[config.mk]
export PLATFORM = sky130hd
export DESIGN_NAME = mem_bus_arbiter
export DESIGN_NICKNAME = d
export VERILOG_FILES = /design/src/rtl/mem_bus_arb_pkg.sv /design/src/rtl/mem_bus_arbiter_rr_pick2.sv /design/src/rtl/mem_bus_arbiter.sv
export SDC_FILE = /design/constraint.sdc
export NUM_CORES = 1
export LEC_CHECK = 0
export CORE_MARGIN = 1.5
export CORE_UTILIZATION = 41
export DETAILED_ROUTE_END_ITERATION = 16
export PLACE_DENSITY = 0.86
export SYNTH_ARGS = -nofsm -noshare
export SYNTH_HDL_FRONTEND = slang
export SYNTH_SLANG_ARGS = --single-unit
export TNS_END_PERCENT = 1
[constraint.sdc]
create_clock -name clock -period 5.53 [get_ports clock]
set_clock_uncertainty 0.05 [all_clocks]
set_input_delay 1.3825 -clock clock [delete_from_list [all_inputs] [get_ports clock]]
set_output_delay 1.3825 -clock clock [all_outputs]
set_load 0.05 [all_outputs]
[src/rtl/mem_bus_arb_pkg.sv]
// rtl/mem_bus_arb_pkg.sv - shared types and constants for the memory bus arbiter
//
// Purpose: state and owner enums plus arbitration constants used by
//          mem_bus_arbiter and rr_pick2.
// Ports:   none (package).

package mem_bus_arb_pkg;

    typedef enum logic [1:0] {
        ARB_IDLE,
        ARB_ACCESS,
        ARB_DONE
    } arb_state_t;

    typedef enum logic {
        OWNER_M0 = 1'b0,
        OWNER_M1 = 1'b1
    } owner_t;

    // Maximum consecutive m0 grants a held lock may win before it is
    // ignored for one arbitration.
    localparam int unsigned LOCK_MAX = 4;

    // Access counter width; covers WAIT_CYCLES up to 15.
    localparam int unsigned CNT_W = 4;

endpackage

[src/rtl/mem_bus_arbiter_rr_pick2.sv]
// rtl/mem_bus_arbiter_rr_pick2.sv - combinational two-way round-robin picker
//
// Purpose: chooses one of two requesters. A tie goes to the requester that
//          did not win last time; lock_force hands the grant to m0 whenever
//          m0 is requesting.
// Ports:
//   req[1:0]     in   request vector, bit 0 = m0, bit 1 = m1
//   last         in   owner of the previous grant
//   lock_force   in   force m0 when it requests
//   grant_valid  out  at least one request present
//   grant_id     out  selected owner (meaningful when grant_valid)

module rr_pick2
    import mem_bus_arb_pkg::*;
(
    input  logic [1:0] req,
    input  owner_t     last,
    input  logic       lock_force,
    output logic       grant_valid,
    output owner_t     grant_id
);

    always_comb begin
        grant_valid = |req;
        grant_id    = OWNER_M0;
        if (lock_force && req[0]) begin
            grant_id = OWNER_M0;
        end else if (req == 2'b11) begin
            grant_id = (last == OWNER_M0) ? OWNER_M1 : OWNER_M0;
        end else if (req == 2'b10) begin
            grant_id = OWNER_M1;
        end
    end

endmodule

[src/rtl/mem_bus_arbiter.sv]
// rtl/mem_bus_arbiter.sv - two-master round-robin arbiter for the memory bus
//
// Purpose: shares one memory bus between m0 (CPU) and m1 (DMA/debug). A
//          granted access latches the owner's command, holds the strobe for
//          WAIT_CYCLES+1 cycles, captures read data on the last access cycle
//          and pulses the owner's done for one cycle.
// Optional: ARB_LOCK_EN adds m0_lock, letting m0 keep the bus across
//           consecutive accesses (bounded by LOCK_MAX grants).
// Ports:
//   clock, reset                 clock, asynchronous active-high reset
//   mX_req/we/addr/wdata         requester command, held until mX_done
//   mX_done, mX_rdata            completion pulse and read data
//   m0_lock                      (ARB_LOCK_EN only) keep bus for m0
//   mem_read/write/addr/wdata    memory bus strobes and payload
//   mem_rdata                    memory read data
//   busy                         arbiter not idle

module mem_bus_arbiter
    import mem_bus_arb_pkg::*;
#(
    parameter int unsigned ADDR_W      = 32,
    parameter int unsigned DATA_W      = 32,
    parameter int unsigned WAIT_CYCLES = 1
) (
    input  logic              clock,
    input  logic              reset,
    input  logic              m0_req,
    input  logic              m0_we,
    input  logic [ADDR_W-1:0] m0_addr,
    input  logic [DATA_W-1:0] m0_wdata,
`ifdef ARB_LOCK_EN
    input  logic              m0_lock,
`endif
    output logic              m0_done,
    output logic [DATA_W-1:0] m0_rdata,
    input  logic              m1_req,
    input  logic              m1_we,
    input  logic [ADDR_W-1:0] m1_addr,
    input  logic [DATA_W-1:0] m1_wdata,
    output logic              m1_done,
    output logic [DATA_W-1:0] m1_rdata,
    output logic              mem_read,
    output logic              mem_write,
    output logic [ADDR_W-1:0] mem_addr,
    output logic [DATA_W-1:0] mem_wdata,
    input  logic [DATA_W-1:0] mem_rdata,
    output logic              busy
);

    localparam logic [CNT_W-1:0] CNT_LAST = CNT_W'(WAIT_CYCLES);

    arb_state_t        state_q, state_d;
    owner_t            owner_q, owner_d;
    owner_t            last_grant_q, last_grant_d;
    logic [CNT_W-1:0]  cnt_q, cnt_d;
    logic              we_l_q, we_l_d;
    logic [ADDR_W-1:0] addr_l_q, addr_l_d;
    logic [DATA_W-1:0] wdata_l_q, wdata_l_d;
    logic [DATA_W-1:0] rdata_q, rdata_d;

    logic              grant_valid;
    owner_t            grant_id;
    logic              lock_force;

`ifdef ARB_LOCK_EN
    // lock_pend_q: m0 finished with m0_lock set; honoured only in the very
    // next IDLE cycle. lock_cnt_q: consecutive m0 grants, saturating, so a
    // held lock yields to m1 once LOCK_MAX grants have gone to m0.
    logic       lock_pend_q, lock_pend_d;
    logic [2:0] lock_cnt_q, lock_cnt_d;

    assign lock_force = lock_pend_q && (lock_cnt_q < 3'(LOCK_MAX));

    always_comb begin
        lock_pend_d = lock_pend_q;
        lock_cnt_d  = lock_cnt_q;
        case (state_q)
            ARB_IDLE: begin
                lock_pend_d = 1'b0;
                if (grant_valid) begin
                    if (grant_id == OWNER_M0) begin
                        if (lock_cnt_q != 3'd7) begin
                            lock_cnt_d = lock_cnt_q + 3'd1;
                        end
                    end else begin
                        lock_cnt_d = 3'd0;
                    end
                end
            end
            ARB_DONE: begin
                lock_pend_d = (owner_q == OWNER_M0) && m0_lock;
            end
            default: begin
                lock_pend_d = lock_pend_q;
            end
        endcase
    end

    always_ff @(posedge clock or posedge reset) begin
        if (reset) begin
            lock_pend_q <= 1'b0;
            lock_cnt_q  <= 3'd0;
        end else begin
            lock_pend_q <= lock_pend_d;
            lock_cnt_q  <= lock_cnt_d;
        end
    end
`else
    assign lock_force = 1'b0;
`endif

    rr_pick2 u_pick (
        .req         ({m1_req, m0_req}),
        .last        (last_grant_q),
        .lock_force  (lock_force),
        .grant_valid (grant_valid),
        .grant_id    (grant_id)
    );

    always_comb begin
        state_d      = state_q;
        owner_d      = owner_q;
        last_grant_d = last_grant_q;
        cnt_d        = cnt_q;
        we_l_d       = we_l_q;
        addr_l_d     = addr_l_q;
        wdata_l_d    = wdata_l_q;
        rdata_d      = rdata_q;
        case (state_q)
            ARB_IDLE: begin
                if (grant_valid) begin
                    owner_d      = grant_id;
                    last_grant_d = grant_id;
                    cnt_d        = '0;
                    if (grant_id == OWNER_M1) begin
                        we_l_d    = m1_we;
                        addr_l_d  = m1_addr;
                        wdata_l_d = m1_wdata;
                    end else begin
                        we_l_d    = m0_we;
                        addr_l_d  = m0_addr;
                        wdata_l_d = m0_wdata;
                    end
                    state_d = ARB_ACCESS;
                end
            end
            ARB_ACCESS: begin
                cnt_d = cnt_q + 1'b1;
                // Last strobe cycle: memory data is valid now.
                if (cnt_q == CNT_LAST) begin
                    if (!we_l_q) begin
                        rdata_d = mem_rdata;
                    end
                    state_d = ARB_DONE;
                end
            end
            ARB_DONE: begin
                state_d = ARB_IDLE;
            end
            default: begin
                state_d = ARB_IDLE;
            end
        endcase
    end

    // last_grant resets to m1 so that m0 wins the first tie.
    always_ff @(posedge clock or posedge reset) begin
        if (reset) begin
            state_q      <= ARB_IDLE;
            owner_q      <= OWNER_M0;
            last_grant_q <= OWNER_M1;
            cnt_q        <= '0;
            we_l_q       <= 1'b0;
            addr_l_q     <= '0;
            wdata_l_q    <= '0;
            rdata_q      <= '0;
        end else begin
            state_q      <= state_d;
            owner_q      <= owner_d;
            last_grant_q <= last_grant_d;
            cnt_q        <= cnt_d;
            we_l_q       <= we_l_d;
            addr_l_q     <= addr_l_d;
            wdata_l_q    <= wdata_l_d;
            rdata_q      <= rdata_d;
        end
    end

    // Outputs decode straight from state so an asynchronous reset drops the
    // strobes and busy in the same cycle.
    assign busy      = (state_q != ARB_IDLE);
    assign mem_read  = (state_q == ARB_ACCESS) && !we_l_q;
    assign mem_write = (state_q == ARB_ACCESS) && we_l_q;
    assign mem_addr  = addr_l_q;
    assign mem_wdata = wdata_l_q;
    assign m0_done   = (state_q == ARB_DONE) && (owner_q == OWNER_M0);
    assign m1_done   = (state_q == ARB_DONE) && (owner_q == OWNER_M1);
    assign m0_rdata  = rdata_q;
    assign m1_rdata  = rdata_q;

endmodule

==> flow_summary_export.csv, run 1 <==
group,metric,value,unit
final_layout,seqCellArea,2630,um^2
critical_path,worst-path-max-fanout,53,
routing,drtPass1Iterations,4,
cts,cts_max_level,3,
sta,setup-violations-final,0,
sta,whs,456,ps
floorplan,die_y,115,um
pwr,internal-power,3.13,mW
sta,max_slew.worst_pin.slew,1130,ps
final_layout,drive_above_1_share,29.5,%
pwr,ir_worst_vdd,649,uV
routing,vias,3771,
pwr,seq_power_share,23.5,%
cts,cts_sinks,105,
critical_path,crit_start,"m1_req",
routing,post_drt_wl_per_cell,18.2,um
sta,setup_ws,2040,ps
cts,cts_resized,0,
cts,clkLatencyLatePin,340,ps
pwr,power.switching,2.96,mW
sta,finalHoldViolations,0,
sta,period_needed,3490,ps
logic_synthesis,syn_nets,522,
logic_synthesis,yosysSeqAreaShare,50.9,%
routing,drt-initial-drc-count,146,
placement,dp_hpwl,10900,um
cts,clockBufferDepth,2,
pwr,p_per_area,731,nW/um^2
logic_synthesis,syn_area,5170,um^2
cts,cts_buffers,9,
logic_synthesis,synth-seq-cells,105,
worst_hold_path,worstHoldStart,"mem_wdata[17]",
cts,hold_buffers,0,
cts,clk_pin_slew,60,ps
global_route,grt_overflow,0,
critical_path,cp.arrival,3670,ps
final_layout,stdcell_count,789,
floorplan,die_width,115,um
sta,relSlewSlack,24.6,%
critical_path,critPathSlowestCell,"buf_4",
global_route,antenna_found_initial,1,
critical_path,crit_top_cell,"mux2_2",
logic_synthesis,synth_edf_count,0,
final_layout,num-nets-final,783,
sta,rsz0062_at_grt,"false",
logic_synthesis,yosys_most_used_dff,"dfrtp_1",
floorplan,start_util,42.5,%
critical_path,endpoint_kind,"flip-flop",
critical_path,r2r-start,"state_q[0]",
critical_path,slowest_delay,620,ps
run_status,status,"finished, final reports clean",
placement,dp.cells,772,
placement,pre_cts_ws,1680,ps
critical_path,startpoint_type,"input pin",
cts,root_buffer,"clkbuf_16",
floorplan,io_pins,299,
final_layout,num-fill-cells,880,
logic_synthesis,synth.distinct_cells,31,
routing,drtAntennaViolNets,0,
pwr,pwr-share-clk,11.4,%
critical_path,rrSetupSlack,2950,ps
run,cap_violations,0,
sta,setup_tns,0,ps
global_route,grt_start_max_net_pins,75,
floorplan,core,12200,um^2
sta,finalCritPeriodShare,63.1,%
pwr,p_leak,3.48,nW
logic_synthesis,yosys_warnings,0,
global_route,grt_pass1_wl,21500,um
logic_synthesis,synth_cells,354,
routing,drt-total-wl,14400,um
critical_path,cp_cell_sequence,"clkdlybuf4s50_1 -> a21bo_2 -> buf_4 -> mux2_2 -> mux2_2",
pwr,power_frac_comb,65.1,%
global_route,grt.total_usage,21.4,%
placement,routabilityCongestion,0.787,
placement,io_buffers,298,
floorplan,die-area,13300,um^2
critical_path,cp_data_required_time,5710,ps
final_layout,syn2layout_area_growth,61.3,%
cts,cts_tree,"yes",
worst_hold_path,hold_class,"reg -> reg",
routing,drc_errors,0,
critical_path,worstSetupPathType,"in -> reg",
global_route,grt_pass1_vias,4086,
sta,max_freq,0.286,GHz
pwr,swShare,48.6,%
floorplan,row_count,40,
logic_synthesis,synth_area_per_cell,14.6,um^2
final_layout,multiInputGateArea,2140,um^2
cts,cts_setup_buffers,0,
sta,maxSlewViolCount,0,
routing,via_per_inst,4.78,
logic_synthesis,async_reset_ff_share,100,%
-- area by class of cell --
cell class | count | area share [%]
Clock inverter | 2 | 0.721
Tap cell | 168 | 2.52
Antenna cell | 1 | 0.0300
Multi-Input combinational cell | 193 | 25.6
Clock buffer | 14 | 3.17
Inverter | 4 | 0.210
Timing Repair Buffer | 302 | 36.2
Sequential cell | 105 | 31.5
-- synth_stat cells, types with 2 or more instances --
library cell	instances	share of area (%)
buf_12	3	1.2
mux2_2	130	28
o21ai_0	2	0.19
xor2_1	2	0.34
mux2i_1	2	0.39
ha_1	2	0.48
buf_4	32	4.7
inv_1	4	0.29
dfrtp_1	104	50
mux2_4	30	8.7
buf_2	13	1.3
nor2_1	5	0.36
nand2_1	4	0.29
o22ai_1	2	0.24
clkbuf_1	3	0.22
-- metrics by stage --
step | utilization [%] | cell area (um^2) | power, mW
after floorplan | - | 5170 | 4.27
final | 68.5 | 8330 | 6.09
after detailed placement | 65.8 | 8010 | 5.42
after CTS | 68.5 | 8330 | 6.14
after global routing | 68.5 | 8330 | 6.34
after global placement | 65.8 | 8010 | 5.35
-- power by group through the flow --
stage	Combinational (mW)	Sequential (mW)	Clock (mW)
after floorplan	1.59	2.68	0
after global placement	3.93	1.42	0
after detailed placement	3.98	1.44	0
after CTS	4.00	1.43	0.710
after global routing	4.11	1.48	0.743
final	3.97	1.43	0.694
-- worst max-delay path, delay by kind of cell --
family | cells | cell delay, ps
AO/OA/AOI/OAI | 1 | 460
buffers and inverters | 2 | 1080
multiplexers | 2 | 680
-- cell usage in the layout (no fill, tap or decap), types with 3 or more instances in the layout --
cell               n
inv_1              3
dfrtp_1          104
mux2_4            30
clkbuf_16          9
buf_4              4
mux2_2           130
clkdlybuf4s50_1  298
nand2_1            4
clkbuf_1           3
nor2_1             5
-- per-layer routing --
metal	track usage, %	wire [um]	vias up
li1	-	-	1739
met1	22.5	5380	1813
met2	38.3	7400	179
met3	6.22	1080	40
met4	11.9	514	0
met5	0	0	-
-- registers in the layout, indices dropped and copies added (netlist names) --
register      cells
cnt_q             4
last_grant_q      1
m0_rdata         32
owner_q           1
mem_wdata        32
mem_addr         32
state_q           2
we_l_q            1
-- logic make-up (layout without fill, tap and decap cells) --
family,count (synthesis),after routing,share of synthesized area [%]
compound gates,9,9,1.16
buf+inv,56,322,7.80
flops,105,105,50.9
xor+xnor,2,2,0.339
other cells,0,1,0
mux,162,162,37.4
simple gates,18,18,1.89
fa+ha+maj,2,2,0.484
-- worst paths after layout --
path                                  to  depth (start not counted)
min reg2reg                mem_wdata[17]                          1
min in group asynchronous  mem_wdata[24]                          2
max in group asynchronous  mem_wdata[13]                          3
max                         mem_addr[15]                          5
min                        mem_wdata[17]                          1
max reg2reg                 mem_addr[15]                          4
Power figures use the tool's default switching activity.
==> run 2: changes to the inputs <==
--- a/config.mk
+++ b/config.mk
@@ -6,9 +6,9 @@
 export NUM_CORES = 1
 export LEC_CHECK = 0
 export CORE_MARGIN = 1.5
-export CORE_UTILIZATION = 41
+export CORE_UTILIZATION = 38
 export DETAILED_ROUTE_END_ITERATION = 16
-export PLACE_DENSITY = 0.86
+export PLACE_DENSITY = 0.8
 export SYNTH_ARGS = -nofsm -noshare
 export SYNTH_HDL_FRONTEND = slang
 export SYNTH_SLANG_ARGS = --single-unit
==> constraint.sdc (replaced) <==
create_clock -name clock -period 3.5 [get_ports clock]
set_clock_uncertainty 0.05 [all_clocks]
set_input_delay 0.875 -clock clock [delete_from_list [all_inputs] [get_ports clock]]
set_output_delay 0.875 -clock clock [all_outputs]
set_load 0.05 [all_outputs]
==> run 2 against run 1 <==
Sequential share of layout area shrank 0.24 points. Clock-buffer cell count shrank 5. Register-to-register slack lost 1900 ps. Routed wire length shrank 3.1%. Hold slack is essentially flat. Global-route usage shrank 2.0 points. Combinational power grew 58%. Critical path depth shrank 2. Cell area grew 0.75%. Critical path type is now reg -> out. Largest power group unchanged. Highest routed layer unchanged.
==> flow_summary_export.csv, run 2 (synthesis results as in run 1) <==
group,metric,value,unit
global_route,antenna_found_initial,0,
run_status,status,"finished, final reports clean",
critical_path,worst-path-max-fanout,11,
global_route,grt.total_usage,19.3,%
global_route,grt_pass1_vias,4079,
floorplan,die_width,120,um
placement,routabilityCongestion,0.810,
cts,cts_setup_buffers,0,
pwr,ir_worst_vdd,640,uV
sta,maxSlewViolCount,0,
routing,post_drt_wl_per_cell,17.6,um
placement,io_buffers,298,
critical_path,timing.rr.end,"m0_rdata[24]",
final_layout,fin_util,63.4,%
sta,setup_ws,535,ps
cts,clk_pin_slew,60,ps
pwr,p_leak,3.50,nW
pwr,p_total,9.65,mW
sta,rsz0062_at_grt,"false",
sta,max_freq,0.337,GHz
sta,setup-violations-final,0,
global_route,grt_pass1_wl,21500,um
sta,finalCritPeriodShare,84.7,%
routing,drtAntennaViolNets,0,
worst_hold_path,hold_end,"mem_addr[6]",
routing,drt-total-wl,13900,um
final_layout,drive_above_1_share,29.8,%
worst_hold_path,worstHoldPathCells,1,
cts,cts_sinks,105,
cts,clkLatencyLatePin,340,ps
routing,via_per_inst,4.67,
critical_path,cp_data_required_time,2570,ps
placement,dp_hpwl,10900,um
worst_hold_path,worstHoldStart,"mem_addr[6]",
critical_path,r2r-start,"cnt_q[1]",
routing,drc_errors,0,
pwr,p_per_area,1150,nW/um^2
critical_path,startpoint_type,"flip-flop",
critical_path,slowest_delay,830,ps
routing,drtPass1Iterations,4,
floorplan,row_count,42,
routing,vias,3710,
critical_path,crit_start,"state_q[1]",
critical_path,worstSetupPathType,"reg -> out",
cts,cts_buffers,9,
sta,max_slew.worst_pin.slew,1010,ps
worst_hold_path,hold_class,"reg -> reg",
critical_path,cp.arrival,2040,ps
final_layout,final_cell_mix,"clkdlybuf4s50_1, mux2_2, dfrtp_1",
critical_path,endpoint_kind,"output pin",
critical_path,cp_cell_sequence,"nand2b_1 -> nor2_1 -> clkdlybuf4s50_1",
global_route,grt_start_max_net_pins,51,
critical_path,rrSetupSlack,1020,ps
final_layout,seqCellArea,2630,um^2
final_layout,syn2layout_area_growth,62.5,%
run,cap_violations,0,
final_layout,antenna_cells,0,
cts,clockBufferDepth,2,
cts,root_buffer,"clkbuf_16",
routing,drt-initial-drc-count,91,
final_layout,num-nets-final,784,
global_route,grt_overflow,0,
cts,hold_buffers,0,
sta,period_needed,2960,ps
sta,setup_tns,0,ps
cts,cts_max_level,3,
final_layout,layout_commonest_cell,"clkdlybuf4s50_1",
final_layout,num-fill-cells,1038,
sta,finalHoldViolations,0,
cts,cts_resized,0,
critical_path,ff2ff_path_depth,5,
cts,cts_tree,"yes",
floorplan,start_util,39.0,%
floorplan,io_pins,299,
final_layout,multiInputGateArea,2150,um^2
floorplan,die-area,14300,um^2
placement,pre_cts_ws,455,ps
floorplan,core,13200,um^2
sta,relSlewSlack,32.8,%
critical_path,critPathSlowestCell,"clkdlybuf4s50_1",
floorplan,die_y,120,um
[run 2: area by class of cell]
cell class | count | share of cell area, %
clock inverters | 4 | 1.13
inverters | 4 | 0.224
repair buffers | 303 | 36.4
flip-flops and latches | 105 | 31.3
clock buffers | 9 | 2.68
multi-input cells | 193 | 25.6
well taps | 176 | 2.62
[run 2: layer usage]
layer	part of all wire [%]	routed length (um)	global-route usage, %	vias up
met5	0	0	0	-
met2	53	7360	35.2	165
met4	2.2	306	7.37	0
met3	7.1	986	5.32	24
met1	38	5280	21.4	1792
li1	-	-	-	1729
[run 2: power breakdown]
group / internal, mW / leakage, nW / switching, mW
clock network: 0.686 / 0.157 / 0.415
logic: 2.45 / 2.11 / 3.82
registers: 1.85 / 1.23 / 0.424
total: 4.99 / 3.50 / 4.66
[run 2: worst max-delay path, delay by kind of cell (launching register included)]
family	cells	cell delay, ps
and+or+nand+nor	2	460
buffers and inverters	1	830
DFF	1	410
[run 2: how the worst max path moves through the flow]
stage	to
2_1_floorplan	m0_done
3_3_place_gp	mem_wdata[2]
3_5_place_dp	mem_wdata[0]
4_1_cts	mem_read
5_1_grt	mem_write
6_report	mem_read
[run 2: through the flow]
step	cell area, um^2	std cells	hold WS, ps
2_1_floorplan	5170	354	422
3_3_place_gp	8080	781	439
3_5_place_dp	8080	781	446
4_1_cts	8400	794	461
5_1_grt	8400	794	473
6_report	8400	794	456
==> run 3: changes to the inputs <==
==> constraint.sdc (replaced) <==
create_clock -name clock -period 3 [get_ports clock]
set_clock_uncertainty 0.05 [all_clocks]
set_input_delay 0.75 -clock clock [delete_from_list [all_inputs] [get_ports clock]]
set_output_delay 0.75 -clock clock [all_outputs]
set_load 0.05 [all_outputs]
==> run 3 against run 2 <==
Power increased by 15%. Routed wire length fell by 1.7%. Critical path depth unchanged.
==> flow_summary_export.csv, run 3 (synthesis results as in run 1) <==
group,metric,value,unit
cts,root_buffer,"clkbuf_16",
floorplan,row_count,42,
cts,hold_buffers,0,
worst_hold_path,hold_class,"reg -> reg",
global_route,antenna_found_initial,0,
sta,rsz0062_at_grt,"false",
final_layout,final_cell_mix,"clkdlybuf4s50_1, mux2_2, dfrtp_1",
sta,max_freq,0.351,GHz
global_route,grt_pass1_vias,3991,
final_layout,num-fill-cells,1031,
cts,cts_max_level,3,
run_status,status,"finished, final reports clean",
pwr,p_total,11.1,mW
sta,relSlewSlack,55.9,%
routing,post_drt_wl_per_cell,17.1,um
pwr,ir_worst_vdd,1060,uV
run,cap_violations,0,
final_layout,syn2layout_area_growth,62.8,%
cts,clockBufferDepth,2,
routing,drc_errors,0,
sta,maxSlewViolCount,0,
critical_path,cp_data_required_time,2200,ps
pwr,p_per_area,1320,nW/um^2
final_layout,layout_commonest_cell,"clkdlybuf4s50_1",
critical_path,worstSetupPathType,"reg -> out",
floorplan,start_util,39.0,%
final_layout,num-nets-final,786,
sta,setup_ws,149,ps
floorplan,die-area,14300,um^2
routing,drtAntennaViolNets,0,
cts,clk_pin_slew,70,ps
placement,dp_hpwl,10600,um
floorplan,die_y,120,um
routing,drtPass1Iterations,3,
cts,cts_buffers,9,
routing,vias,3739,
cts,cts_sinks,105,
floorplan,core,13200,um^2
sta,finalCritPeriodShare,95.0,%
sta,max_slew.worst_pin.slew,660,ps
sta,setup_tns,0,ps
pwr,p_leak,3.52,nW
critical_path,slowest_delay,840,ps
placement,routabilityCongestion,0.773,
critical_path,cp_cell_sequence,"nand2b_1 -> nor2_1 -> clkdlybuf4s50_1",
sta,whs,455,ps
critical_path,rrSetupSlack,710,ps
sta,finalHoldViolations,0,
floorplan,io_pins,299,
placement,io_buffers,298,
sta,setup-violations-final,0,
global_route,grt_start_max_net_pins,42,
cts,cts_setup_buffers,0,
routing,drt-total-wl,13700,um
global_route,grt_pass1_wl,21400,um
critical_path,endpoint_kind,"output pin",
critical_path,path_delay_family,"buffers and inverters",
critical_path,cp.arrival,2050,ps
routing,drt-initial-drc-count,62,
cts,clkLatencyLatePin,350,ps
floorplan,die_width,120,um
critical_path,critPathSlowestCell,"clkdlybuf4s50_1",
final_layout,antenna_cells,0,
cts,cts_tree,"yes",
global_route,grt.total_usage,19.3,%
critical_path,startpoint_type,"flip-flop",
placement,pre_cts_ws,434,ps
global_route,grt_overflow,0,
final_layout,drive_above_1_share,30.3,%
critical_path,path_buf_inv,1,
routing,via_per_inst,4.68,
critical_path,worst-path-max-fanout,11,
sta,period_needed,2850,ps
## run 3: cell count changes in the layout (fill, tap and decap cells not counted)
cell / change
clkinv_2: +2
buf_12: +2
clkdlybuf4s50_1: -1
clkinv_4: +1
bufinv_16: -2
dlymetal6s2s_1: +1
inv_6: +1
clkinvlp_4: +1
## run 3: report_power, final
part,switching (mW),internal (mW)
Combinational,4.45,2.87
Clock,0.523,0.647
Sequential,0.479,2.16
Total,5.45,5.68
## run 3: worst reg2reg max path: stages, from the launching register on
cell	delay, ps
dfrtp_1	420
inv_1	70
ha_1	130
or3b_1	380
or3_2	430
buf_4	330
mux2_4	370
## run 3: timing repair
action / in CTS / in global routing
gates resized for setup: 0 / 1
endpoints found under the setup margin: 0 / 1
endpoints found under the hold margin: 0 / 0
## run 3: area by class of cell
type	count	area, um^2	area share (%)
well taps	176	220	2.62
flip-flops and latches	105	2630	31.2
clock inverters	7	70.1	0.833
multi-input cells	193	2150	25.6
clock buffers	9	225	2.68
repair buffers	305	3100	36.9
inverters	4	18.8	0.223
## run 3: metrics by stage
step / cells / util, % / cell area (um^2)
6_report: 799 / 63.5 / 8410
5_1_grt: 799 / 63.5 / 8410
4_1_cts: 799 / 63.5 / 8410
3_5_place_dp: 783 / 61.3 / 8120
3_3_place_gp: 783 / 61.3 / 8120
2_1_floorplan: 354 / - / 5170
## run 3: path summary, 6_finish.rpt
| check | endpoint | depth (start not counted) | startpoint |
|---|---|---|---|
| max | mem_read | 3 | state_q[1] |
| min | mem_wdata[6] | 1 | mem_wdata[6] |
| max reg2reg | m0_rdata[31] | 6 | cnt_q[1] |
| min reg2reg | mem_wdata[6] | 1 | mem_wdata[6] |
| max in group asynchronous | last_grant_q | 3 | reset |
| min in group asynchronous | m0_rdata[15] | 2 | reset |
## run 3: routing by layer
layer	routed length, um	vias to the layer above	GRT usage, %
met1	5080	1820	21.0
met5	0	-	0
li1	-	1733	-
met3	1130	23	6.04
met2	7150	163	34.7
met4	341	0	7.89
